$ cat config.mk
export PLATFORM = sky130hd
export DESIGN_NAME = quad_encoder_if
export DESIGN_NICKNAME = d
export VERILOG_FILES = /design/src/rtl/quad_encoder_pkg.sv /design/src/rtl/quad_input_filter.sv /design/src/rtl/quad_encoder_if.sv
export SDC_FILE = /design/constraint.sdc
export NUM_CORES = 1
export LEC_CHECK = 0
export CAP_MARGIN = 20
export CORE_ASPECT_RATIO = 1.1
export CORE_MARGIN = 3
export CORE_UTILIZATION = 40
export CTS_BUF_LIST = sky130_fd_sc_hd__clkbuf_16
export CTS_CLUSTER_DIAMETER = 100
export DETAILED_ROUTE_END_ITERATION = 10
export PLACE_DENSITY = 0.66
export SLEW_MARGIN = 30
export SYNTH_ARGS = -nofsm -noshare
export SYNTH_HDL_FRONTEND = slang
export SYNTH_SLANG_ARGS = --single-unit
$ cat constraint.sdc
create_clock -name clk -period 6.44 [get_ports clk]
set_input_delay 0.966 -clock clk [delete_from_list [all_inputs] [get_ports clk]]
set_output_delay 0.966 -clock clk [all_outputs]
set_load 0.005 [all_outputs]
$ cat src/rtl/quad_encoder_pkg.sv
// rtl/quad_encoder_pkg.sv - register map, bit indices and step decode for the encoder front-end
package quad_encoder_pkg;

  localparam logic [1:0] ADDR_POSITION = 2'd0;
  localparam logic [1:0] ADDR_VELOCITY = 2'd1;
  localparam logic [1:0] ADDR_STATUS   = 2'd2;
  localparam logic [1:0] ADDR_CTRL     = 2'd3;

  localparam int STATUS_ERR_BIT = 0;
  localparam int STATUS_DIR_BIT = 1;
  localparam int CTRL_EN_BIT    = 0;
  localparam int CTRL_INV_BIT   = 1;

  typedef enum logic [1:0] {
    STEP_NONE = 2'd0,
    STEP_FWD  = 2'd1,
    STEP_REV  = 2'd2,
    STEP_ERR  = 2'd3
  } step_t;

  // Forward order is 00 -> 01 -> 11 -> 10 -> 00, states written as {A,B}.
  function automatic step_t decode_step(input logic [1:0] prev, input logic [1:0] cur);
    if (prev == cur) return STEP_NONE;
    if ((prev ^ cur) == 2'b11) return STEP_ERR;
    case ({prev, cur})
      4'b0001, 4'b0111, 4'b1110, 4'b1000: return STEP_FWD;
      default: return STEP_REV;
    endcase
  endfunction

endpackage

$ cat src/rtl/quad_input_filter.sv
// rtl/quad_input_filter.sv - 2-FF synchroniser and stability filter for the A/B pair
module quad_input_filter #(
  parameter int FILT_LEN = 4
) (
  input  logic       clk,
  input  logic       reset,
  input  logic [1:0] raw,
  output logic [1:0] filt
);

  localparam int CNT_BITS = $clog2(FILT_LEN + 1);
  localparam logic [CNT_BITS-1:0] CNT_MAX = CNT_BITS'(FILT_LEN);

  logic [1:0]          sync1;
  logic [1:0]          sync2;
  logic [1:0]          cand;
  logic [CNT_BITS-1:0] cnt;

  always_ff @(posedge clk) begin
    if (reset) begin
      sync1 <= 2'b00;
      sync2 <= 2'b00;
      cand  <= 2'b00;
      cnt   <= '0;
      filt  <= 2'b00;
    end else begin
      sync1 <= raw;
      sync2 <= sync1;
      if (sync2 != cand) begin
        cand <= sync2;
        cnt  <= CNT_BITS'(1);
      end else if (cnt != CNT_MAX) begin
        cnt <= cnt + CNT_BITS'(1);
      end
      // A candidate that has collected FILT_LEN matching samples is committed.
      if (cnt == CNT_MAX) filt <= cand;
    end
  end

endmodule

$ cat src/rtl/quad_encoder_if.sv
// rtl/quad_encoder_if.sv - x4 quadrature decoder with position/velocity registers on Avalon-MM
module quad_encoder_if
  import quad_encoder_pkg::*;
#(
  parameter int CNT_W      = 32,
  parameter int FILT_LEN   = 4,
  parameter int VEL_PERIOD = 50000
) (
  input  logic        clk,
  input  logic        reset,
  input  logic        enc_a,
  input  logic        enc_b,
  input  logic [1:0]  avs_address,
  input  logic        avs_read,
  input  logic        avs_write,
  input  logic [31:0] avs_writedata,
  output logic [31:0] avs_readdata
);

  localparam int PER_W = $clog2(VEL_PERIOD);
  localparam logic [PER_W-1:0] PER_LAST = PER_W'(VEL_PERIOD - 1);

  logic [1:0]              filt_ab;
  logic [1:0]              prev_ab;
  logic signed [CNT_W-1:0] position;
  logic signed [CNT_W-1:0] velocity;
  logic signed [CNT_W-1:0] window_sample;
  logic signed [CNT_W-1:0] delta;
  logic [PER_W-1:0]        per_cnt;
  logic                    err;
  logic                    dir;
  logic [1:0]              ctrl;
  step_t                   step;
  logic                    counted;
  logic                    neg;
  logic                    pos_wr;
  logic                    status_wr;
  logic                    ctrl_wr;
  logic [31:0]             rd_mux;

  quad_input_filter #(.FILT_LEN(FILT_LEN)) u_filter (
    .clk   (clk),
    .reset (reset),
    .raw   ({enc_a, enc_b}),
    .filt  (filt_ab)
  );

  always_comb begin
    step      = decode_step(prev_ab, filt_ab);
    counted   = ctrl[CTRL_EN_BIT] && (step == STEP_FWD || step == STEP_REV);
    neg       = (step == STEP_REV) ^ ctrl[CTRL_INV_BIT];
    delta     = neg ? {CNT_W{1'b1}} : CNT_W'(1);
    pos_wr    = avs_write && (avs_address == ADDR_POSITION);
    status_wr = avs_write && (avs_address == ADDR_STATUS);
    ctrl_wr   = avs_write && (avs_address == ADDR_CTRL);
  end

  always_ff @(posedge clk) begin
    if (reset) begin
      prev_ab       <= 2'b00;
      position      <= '0;
      velocity      <= '0;
      window_sample <= '0;
      per_cnt       <= '0;
      err           <= 1'b0;
      dir           <= 1'b0;
      ctrl          <= 2'b01;
    end else begin
      prev_ab <= filt_ab;
      // A host load takes priority over a step decoded in the same cycle.
      if (pos_wr) position <= CNT_W'(avs_writedata);
      else if (counted) position <= position + delta;
      if (counted) dir <= neg;
      err <= (step == STEP_ERR) | (err & ~(status_wr & avs_writedata[STATUS_ERR_BIT]));
      if (ctrl_wr) ctrl <= avs_writedata[1:0];
      if (per_cnt == PER_LAST) begin
        per_cnt       <= '0;
        velocity      <= position - window_sample;
        window_sample <= position;
      end else begin
        per_cnt <= per_cnt + PER_W'(1);
      end
      // Rebase the window on a position load so the next delta is not polluted.
      if (pos_wr) window_sample <= CNT_W'(avs_writedata);
    end
  end

  always_comb begin
    rd_mux = '0;
    case (avs_address)
      ADDR_POSITION: rd_mux = 32'(position);
      ADDR_VELOCITY: rd_mux = 32'(velocity);
      ADDR_STATUS: begin
        rd_mux[STATUS_ERR_BIT] = err;
        rd_mux[STATUS_DIR_BIT] = dir;
      end
      default: rd_mux[1:0] = ctrl;
    endcase
  end

  always_ff @(posedge clk) begin
    if (reset) avs_readdata <= '0;
    else if (avs_read) avs_readdata <= rd_mux;
  end

endmodule

# After elaboration in Yosys (flattened, before gate mapping)
# Cells that the tools add are included.
[classes] addsub=4 n_mul=0 div=0 order_cmp=0 n_eq_ne=16 shift=0 muxes=17 bitwise_logic=6 n_reduce_logical=12
[ops] op="32-bit two-way mux" n=5
[ops] op="30-bit case mux with 2 select lines" n=1
[ops] op="32-bit adder" n=1
[ops] op="32-bit subtractor" n=1
[ops] op="16-bit by 1-bit adder with 16-bit output (second input constant)" n=1
[ops] op="16-bit equality test (second input constant)" n=1
[ops] op="2-bit equality test (second input constant)" n=5
[ops] op="2-bit two-way mux" n=5
[ops] op="4-bit equality test (second input constant)" n=2
[ops] op="2-bit case mux with 3 select lines" n=1
[ops] op="2-bit nonzero test" n=3
[ops] op="1-bit two-way mux" n=5
[ops] op="2-bit by 1-bit equality test with 1-bit output (second input constant)" n=2
[ops] op="4-bit by 1-bit equality test with 1-bit output (second input constant)" n=1
[ops] op="4-bit by 3-bit equality test with 1-bit output (second input constant)" n=1
[ops] op="1-bit logical AND" n=4
[ops] op="2-bit OR reduction" n=2
[ops] op="4-bit OR reduction" n=1
[ops] op="3-bit by 1-bit adder with 3-bit output (second input constant)" n=1
[ops] op="3-bit equality test (second input constant)" n=1
[ops] op="3-bit inequality test (second input constant)" n=1
[ops] op="1-bit AND" n=2
[ops] op="2-bit equality test" n=1
[ops] op="2-bit zero test" n=1
[ops] op="6 further kinds" n=6
[word_totals] register_bits=161 latchBits=0 mem_bits_rw=0 romBits=0 in_bits=40 output_inout_bits=32 word_cells=70 memories=0

# Logic depth before layout (Yosys ltp)
# Gate-level depths: netlist of the first run.
[depth] depth_word=12 ltp_mapped=18 ltp_nobuf=17

# Hierarchy
# A second synthesis of the first run with hierarchy kept.
[unflattened] cells_unflattened=1207 hier_area_um2=9706.8
[modules_own_cells] module="quad_encoder_if" n_inst=1 cells_per_inst=1168 area_each_um2=9307.7 seq_area_each_um2=3002.9
[modules_own_cells] module="quad_input_filter" n_inst=1 cells_per_inst=39 area_each_um2=399.1 seq_area_each_um2=220.2

# Least setup slack after synthesis of the first run
# OpenSTA, ideal clock, no wires.
[synth_path] kind="flip-flop to flip-flop" start="reg u_filter.filt[1]" end="reg position[25]" setup_ps=86 arrival_ps=3817 required_ps=6354 slack_ps=2538 path_stages_with_launch=18 n_path_buf=0 synth_period_minus_slack_ps=3902 path_cell_list="dfxtp_1 -> xor2_1 -> inv_1 -> ha_1 -> nor2_1 -> o21ai_0 -> xor2_1 -> inv_1 -> ha_1 -> a211oi_1 -> o21ai_0 -> a31oi_1 -> o21ai_2 -> a31o_2 -> a21oi_2 -> o31ai_1 -> xnor2_1 -> a211oi_1"
[synth_between] elab_chain_len=12 elab_cells_between_ends=25 classes_between="1 x add/sub; 8 x eq/ne; 10 x mux; 2 x bitwise; 4 x reduce/logical"
[synth_rtl] item="start: declaration" line_no="quad_input_filter.sv:8" source="output logic [1:0] filt"
[synth_rtl] item="start signal: assignment" line_no="quad_input_filter.sv:36" source="if (cnt == CNT_MAX) filt <= cand;"
[synth_rtl] item="2-bit bitwise XOR" line_no="quad_encoder_pkg.sv:24" source="if ((prev ^ cur) == 2'b11) return STEP_ERR;"
[synth_rtl] item="2-bit equality test" line_no="quad_encoder_pkg.sv:24"
[synth_rtl] item="1-bit two-way mux (2 in a row)" line_no="quad_encoder_pkg.sv:24"
[synth_rtl] item="2-bit two-way mux" line_no="quad_encoder_pkg.sv:25" source="case ({prev, cur})"
[synth_rtl] item="2-bit two-way mux (*)" line_no="quad_encoder_pkg.sv:24"
[synth_rtl] item="2-bit equality test (*)" line_no="quad_encoder_if.sv:51" source="neg = (step == STEP_REV) ^ ctrl[CTRL_INV_BIT];"
[synth_rtl] item="1-bit bitwise XOR (*)" line_no="quad_encoder_if.sv:51"
[synth_rtl] item="via neg" line_no="quad_encoder_if.sv:35" source="logic neg;"
[synth_rtl] item="32-bit two-way mux (*)" line_no="quad_encoder_if.sv:52" source="delta = neg ? {CNT_W{1'b1}} : CNT_W'(1);"
[synth_rtl] item="32-bit adder (*)" line_no="quad_encoder_if.sv:72" source="else if (counted) position <= position + delta;"
[synth_rtl] item="32-bit two-way mux (*)" line_no="quad_encoder_if.sv:72"
[synth_rtl] item="32-bit two-way mux (*)" line_no="quad_encoder_if.sv:71" source="if (pos_wr) position <= CNT_W'(avs_writedata);"
[synth_rtl] item="end signal: assignment" line_no="quad_encoder_if.sv:71"
[synth_rtl] item="end signal: assignment" line_no="quad_encoder_if.sv:72"
[synth_rtl] item="end: declaration" line_no="quad_encoder_if.sv:25" source="logic signed [CNT_W-1:0] position;"
# The timed path passes the listed nets; every way through them passes the cells marked *. The select of a mux whose other input is x is not followed.
# A chain may end at the register's enable or synchronous reset.

# Final worst setup path of the first run
[layout_path] start="reg u_filter.filt[1]" end="reg position[26]"
# Same word-level chain as after synthesis.

==> results.sh, run 1 <==
export IMPL_tightest_slew_ns=0.999
export IMPL_cts_hold_buf=0
export IMPL_drtIter0Drc=522
export IMPL_grt_overflow=0
export IMPL_synth_warnings=0
export IMPL_cts_tree="built"
export IMPL_ys_seq_elements=161
export IMPL_syn_inst=1233
export IMPL_layout_commonest_cell="dfxtp_1"
export IMPL_status="completed"
export IMPL_fin_setup_tns_ns=0
export IMPL_path_clk_slew_ns=0.07
export IMPL_synth_edf_count=0
export IMPL_cts_root_buf="clkbuf_16"
export IMPL_min_path_type="reg2reg"
export IMPL_fillCellCount=2330
export IMPL_cts_buffers_inserted=17
export IMPL_synthArstFlopShare_pct=0
export IMPL_dieHeight_um=170
export IMPL_layout_drive_gt1_share_pct=7.06
export IMPL_antenna_found_initial=0
export IMPL_grt_total_usage_pct=20.0
export IMPL_syn_area_sq_um=9790
export IMPL_critical_path_top_delay_family="compound AO/OA/AOI/OAI gates"
export IMPL_fin_util_pct=47.8
export IMPL_final_cell_mix="161 x dfxtp_1, 143 x nand2_1, 124 x a21oi_1"
export IMPL_dp_hpwl_um=18800
export IMPL_finalHoldViolCount=0
export IMPL_slew_headroom_pct=33.3
export IMPL_fin_crit_sh_pct=65.6
export IMPL_hold_ws_ns=0.439
export IMPL_first_pass_iters=5
export IMPL_preCtsSetupSlack_ns=2.32
export IMPL_p_leak_nw=4.58
export IMPL_finalNetCount=1388
export IMPL_synth_top_family_by_area="compound AO/OA/AOI/OAI gates"
export IMPL_initial_core_util_pct=41.1
export IMPL_place_gp_congestion=0.926
export IMPL_boundaryPins=72
export IMPL_synth_cell_type_count=67
export IMPL_drc=0
export IMPL_worst_path_buf_inv=3
export IMPL_cts_sinks=161
export IMPL_rsz0062_at_grt="no"
export IMPL_row_count=59
export IMPL_wl_per_cell_um=16.7
export IMPL_critPathLaunchType="flop"
export IMPL_crit_required_ns=6.73
export IMPL_grt_pass1_wl_um=43200
export IMPL_crit_top_cell="a21oi_1"
export IMPL_clock_tree_buffer_depth=2
export IMPL_fp_dieArea_sq_um=26400
export IMPL_wl_um=26600
export IMPL_synth_adder_area_share_pct=9.35
export IMPL_synth_flop_cell="dfxtp_1"
export IMPL_post_cts_setup_buffers=0
export IMPL_avgSynthCellArea_sq_um=7.94
export IMPL_drv_slew=0
export IMPL_antennaDiodeCount=0
export IMPL_synth_xor_area_share_pct=5.28
export IMPL_coreArea_sq_um=23800
export IMPL_finalSetupViolations=0
export IMPL_synth_simple_area_share_pct=21.1
export IMPL_period_needed_ns=4.22
export IMPL_clk_latency_ns=0.43
export IMPL_syn2layout_area_growth_pct=16.4
export IMPL_cp_end_kind="flop"
export IMPL_synth_mux_area_fraction_pct=4.52
export IMPL_place_area_sq_um=10700
export IMPL_vias=8867
export IMPL_synth_nets=1345
export IMPL_critPathArrivalTime_ns=4.51
export IMPL_synth_compound_area_share_pct=22.7
export IMPL_power_density_nw_per_um2=233
export IMPL_port_buffers=71
export IMPL_die_x_um=155
export IMPL_crit_type="reg2reg"
export IMPL_cts_resized=0
export IMPL_design_area_sq_um=11400
export IMPL_ys_seq_area_share_pct=32.9
export IMPL_grt_pass1_vias=8681
export IMPL_finClkSkew_ns=0.0123
export IMPL_crit_chain="xor2_1, inv_1, ha_1, nor2_1, o21ai_0, xor2_1, inv_1, buf_4, ha_1, o211ai_1, a21oi_1, o2111ai_1, a21o_1, a21oi_1, o211ai_1, a21boi_0, xnor2_1, a21oi_1"
export IMPL_ir_drop_mv=0.174
export IMPL_max_freq_ghz=0.237
export IMPL_antenna_left=0
export IMPL_h_tree_depth=4
export IMPL_max_cap_violations=0
export IMPL_slowest_stage="ha_1"
export IMPL_critical_path_max_stage_delay_ns=0.43
export IMPL_via_per_inst=5.56
export IMPL_grt_max_degree=68
export IMPL_setup_ws_ns=2.22
export IMPL_crit_fanout=34
-- state kept, by name, indices dropped and copies added, names as in the netlist --
name / flops
avs_readdata: 32
position: 32
velocity: 32
window_sample: 32
per_cnt: 16
u_filter.cnt: 3
ctrl: 2
prev_ab: 2
u_filter.cand: 2
u_filter.filt: 2
u_filter.sync1: 2
u_filter.sync2: 2
dir: 1
err: 1
-- worst paths after layout --
kind              slack (ns)            to              from  cells past startpoint
setup reg to reg        2.22  position[26]  u_filter.filt[1]                     18
hold reg to reg         0.44    per_cnt[0]        per_cnt[0]                      1
hold / removal          0.44    per_cnt[0]        per_cnt[0]                      1
setup / recovery        2.22  position[26]  u_filter.filt[1]                     18
-- report_power, final --
| group | switching, mW | leakage [nW] | internal [mW] |
|---|---|---|---|
| logic | 0.269 | 2.96 | 0.201 |
| clock network | 0.463 | 0.312 | 0.663 |
| registers | 0.0307 | 1.31 | 1.02 |
-- synth_stat cells, drive strengths merged (10+ instances only) --
cell	number	area [sq um]
dfxtp	161	3220
nand2	145	547
a21oi	125	629
nor2	123	462
ha	70	876
o21ai	68	344
clkbuf	52	195
inv	52	195
nor2b	45	289
xnor2	37	324
nor3	32	160
a31oi	30	188
mux2	30	338
a21o	27	203
and3	22	138
xor2	22	193
nand3	21	105
a211oi	19	148
or3	13	81.3
a311oi	12	105
o21a	11	82.6
a21boi	10	78.8
-- through the flow --
stage          total power [mW]  std cells
3_3_place_gp               1.54       1562
6_report                   2.65       1594
4_1_cts                    2.67       1594
3_5_place_dp               1.54       1562
2_1_floorplan              1.41       1233
5_1_grt                    2.77       1594
-- logic make-up after synthesis --
logic type	after synthesis
simple gates	442
compound gates	353
flops	161
buf+inv	108
fa+ha+maj	72
xor+xnor	59
mux	38
-- cell type report --
type	count	area [sq um]	share of cell area, %
timing repair buffer	80	776	6.81
clock buffer	17	425	3.73
multi-input combinational	964	6180	54.2
tap	305	382	3.35
sequential	161	3220	28.3
inverter	52	195	1.71
clock inverter	15	220	1.93
-- routing by layer --
layer / track usage, % / vias to the layer above / share of wire, %
li1: - / 4472 / -
met1: 25.0 / 4162 / 46
met2: 35.3 / 189 / 48
met3: 3.00 / 44 / 3.6
met4: 6.81 / 0 / 2.5
met5: 0 / - / 0
-- worst register-to-register path, delay by kind of cell, from the launching register on --
| kind | cells | cell delay (ns) |
|---|---|---|
| AOI/OAI and AO/OA | 9 | 1.70 |
| xor gates and xnor gates | 3 | 0.83 |
| adders and majority gates | 2 | 0.62 |
| and+or+nand+nor | 1 | 0.10 |
| buffers and inverters | 3 | 0.43 |
| DFF | 1 | 0.40 |
No activity file was read; power rests on OpenSTA's default activity.
==> inputs of run 2 (changes only) <==
==> constraint.sdc (replaced) <==
create_clock -name clk -period 4.3 [get_ports clk]
set_input_delay 0.645 -clock clk [delete_from_list [all_inputs] [get_ports clk]]
set_output_delay 0.645 -clock clk [all_outputs]
set_load 0.005 [all_outputs]
==> run 2 against run 1 <==
- flip-flop and latch count did not move
- via count grew 0.24%
- count of clock-buffer cells in the layout unchanged
- critical path depth unchanged
- utilization is 0.13 points lower
- first-iteration DRC count fell by 27%
- fmax increased by 7.8%
- cell count up 0.25%
- register-to-register slack worse by 1.8 ns
- non-clock buffer count increased by 7
- global-route usage increased by 0.51 points
- hold slack got worse by 0.0014 ns
==> results.sh, run 2 (synthesis gave the netlist of run 1 again) <==
export IMPL_status="completed"
export IMPL_finClkSkew_ns=0.0129
export IMPL_die_x_um=155
export IMPL_path_clk_slew_ns=0.06
export IMPL_max_cap_violations=0
export IMPL_final_cell_mix="161 x dfxtp_1, 143 x nand2_1, 124 x a21oi_1"
export IMPL_layout_drive_gt1_share_pct=7.35
export IMPL_drv_slew=0
export IMPL_tightest_slew_ns=0.853
export IMPL_layout_commonest_cell="dfxtp_1"
export IMPL_ir_drop_mv=0.236
export IMPL_period_needed_ns=3.92
export IMPL_slew_headroom_pct=43.1
export IMPL_min_path_type="reg2reg"
export IMPL_cts_buffers_inserted=17
export IMPL_p_seq_share_pct=41.8
export IMPL_critPathArrivalTime_ns=4.26
export IMPL_fin_crit_sh_pct=91.1
export IMPL_finalHoldViolCount=0
export IMPL_r2r_end="position[31]"
export IMPL_initial_core_util_pct=41.1
export IMPL_max_freq_ghz=0.255
export IMPL_vias=8888
export IMPL_fin_util_pct=47.7
export IMPL_antenna_found_initial=0
export IMPL_antennaDiodeCount=0
export IMPL_min_from="per_cnt[0]"
export IMPL_dp_hpwl_um=19600
export IMPL_syn2layout_area_growth_pct=16.1
export IMPL_crit_fanout=24
export IMPL_port_buffers=71
export IMPL_finalNetCount=1395
export IMPL_finalSetupViolations=0
export IMPL_fp_dieArea_sq_um=26400
export IMPL_cts_root_buf="clkbuf_16"
export IMPL_internal_power_mw=2.69
export IMPL_switchingPower_mw=1.10
export IMPL_power_density_nw_per_um2=333
export IMPL_grt_pass1_vias=8743
export IMPL_place_gp_congestion=0.916
export IMPL_boundaryPins=72
export IMPL_r2r_start="u_filter.filt[1]"
export IMPL_cts_tree="built"
export IMPL_fillCellCount=2372
export IMPL_fin_setup_tns_ns=0
export IMPL_clk_latency_ns=0.43
export IMPL_min_to="per_cnt[0]"
export IMPL_pwr_share_clk_pct=39.5
export IMPL_r2r_slack_ns=0.38
export IMPL_drc=0
export IMPL_crit_required_ns=4.64
export IMPL_crit_type="reg2reg"
export IMPL_combPwrFrac_pct=18.7
export IMPL_grt_overflow=0
export IMPL_p_leak_nw=4.56
export IMPL_coreArea_sq_um=23800
export IMPL_first_pass_iters=5
export IMPL_cts_hold_buf=0
export IMPL_grt_total_usage_pct=20.5
export IMPL_swShare_pct=28.9
export IMPL_clock_tree_buffer_depth=2
export IMPL_rsz0062_at_grt="no"
export IMPL_grt_max_degree=54
export IMPL_antenna_left=0
export IMPL_whs_path_depth=1
export IMPL_cp_end_kind="flop"
export IMPL_critPathLaunchType="flop"
export IMPL_r2r_cells=18
export IMPL_drtIter0Drc=382
export IMPL_row_count=59
export IMPL_dieHeight_um=170
export IMPL_h_tree_depth=4
export IMPL_cts_sinks=161
export IMPL_via_per_inst=5.56
export IMPL_wl_um=27200
export IMPL_grt_pass1_wl_um=44200
export IMPL_wl_per_cell_um=17.0
==> run 2: cell types whose count changed in the layout (fill, tap and decap cells not counted), moves of 2 or more <==
cell,delta
clkinvlp_4,+2
bufinv_16,-2
inv_6,-4
clkinv_4,+2
buf_4,+6
==> run 2: through the flow <==
stage / total power [mW] / hold WS, ns / cells / instance area, sq um / setup slack (ns)
final: 3.78 / 0.438 / 1598 / 11400 / 0.384
after floorplan: 2.12 / 0.413 / 1233 / 9790 / 0.398
after global placement: 2.31 / 0.426 / 1569 / 10800 / 0.579
after CTS: 3.81 / 0.443 / 1598 / 11400 / 0.344
after detailed placement: 2.32 / 0.432 / 1569 / 10800 / 0.370
after global routing: 3.95 / 0.470 / 1598 / 11400 / 0.0621
==> run 2: final cells by class <==
cell class | count | area [sq um] | share of cell area, %
inverters | 52 | 195 | 1.72
clock inverters | 12 | 135 | 1.19
well taps | 305 | 382 | 3.36
flip-flops and latches | 161 | 3220 | 28.4
multi-input cells | 964 | 6170 | 54.3
repair buffers | 87 | 832 | 7.32
clock buffers | 17 | 425 | 3.74
==> run 2: worst max-delay path by stage <==
stage	from	endpoint	slack, ns	cells after the start
6_report	u_filter.filt[1]	position[31]	0.38	18
3_3_place_gp	u_filter.filt[1]	position[29]	0.58	19
4_1_cts	u_filter.filt[1]	position[31]	0.34	18
2_1_floorplan	u_filter.filt[1]	position[25]	0.40	17
3_5_place_dp	u_filter.filt[1]	position[31]	0.37	18
5_1_grt	u_filter.filt[1]	position[31]	0.06	18
==> run 2: layer usage <==
metal,vias up,part of all wire (%),GRT usage [%],routed length (um)
met5,-,0,0,0
met4,0,2.5,6.66,684
met3,38,2.9,2.87,787
met2,159,49,36.3,13300
met1,4223,46,25.8,12400
li1,4468,-,-,-
==> run 2: critical path, stage by stage (launching register included) <==
cell	delay (ns)
dfxtp_1	0.39
xor2_1	0.27
inv_1	0.08
ha_1	0.18
nor2_1	0.09
o21ai_0	0.11
xor2_1	0.16
inv_1	0.08
buf_6	0.22
buf_4	0.24
ha_1	0.33
a21oi_1	0.27
a21oi_1	0.11
a2111oi_1	0.42
o21bai_1	0.16
o21ai_1	0.27
a22o_1	0.19
nand2_1	0.05
nor4_1	0.21
==> run 2: power groups by stage <==
stage	clock, mW	sequential [mW]	combinational [mW]
final	1.50	1.58	0.707
after global routing	1.58	1.59	0.789
after CTS	1.52	1.58	0.706
after detailed placement	0	1.62	0.700
after global placement	0	1.61	0.695
after floorplan	0	1.59	0.522
==> run 2: what timing repair did <==
item	in CTS	in global routing
setup endpoints to repair	0	1
setup buffers	0	0
resized for setup	0	2
hold endpoints to repair	0	0
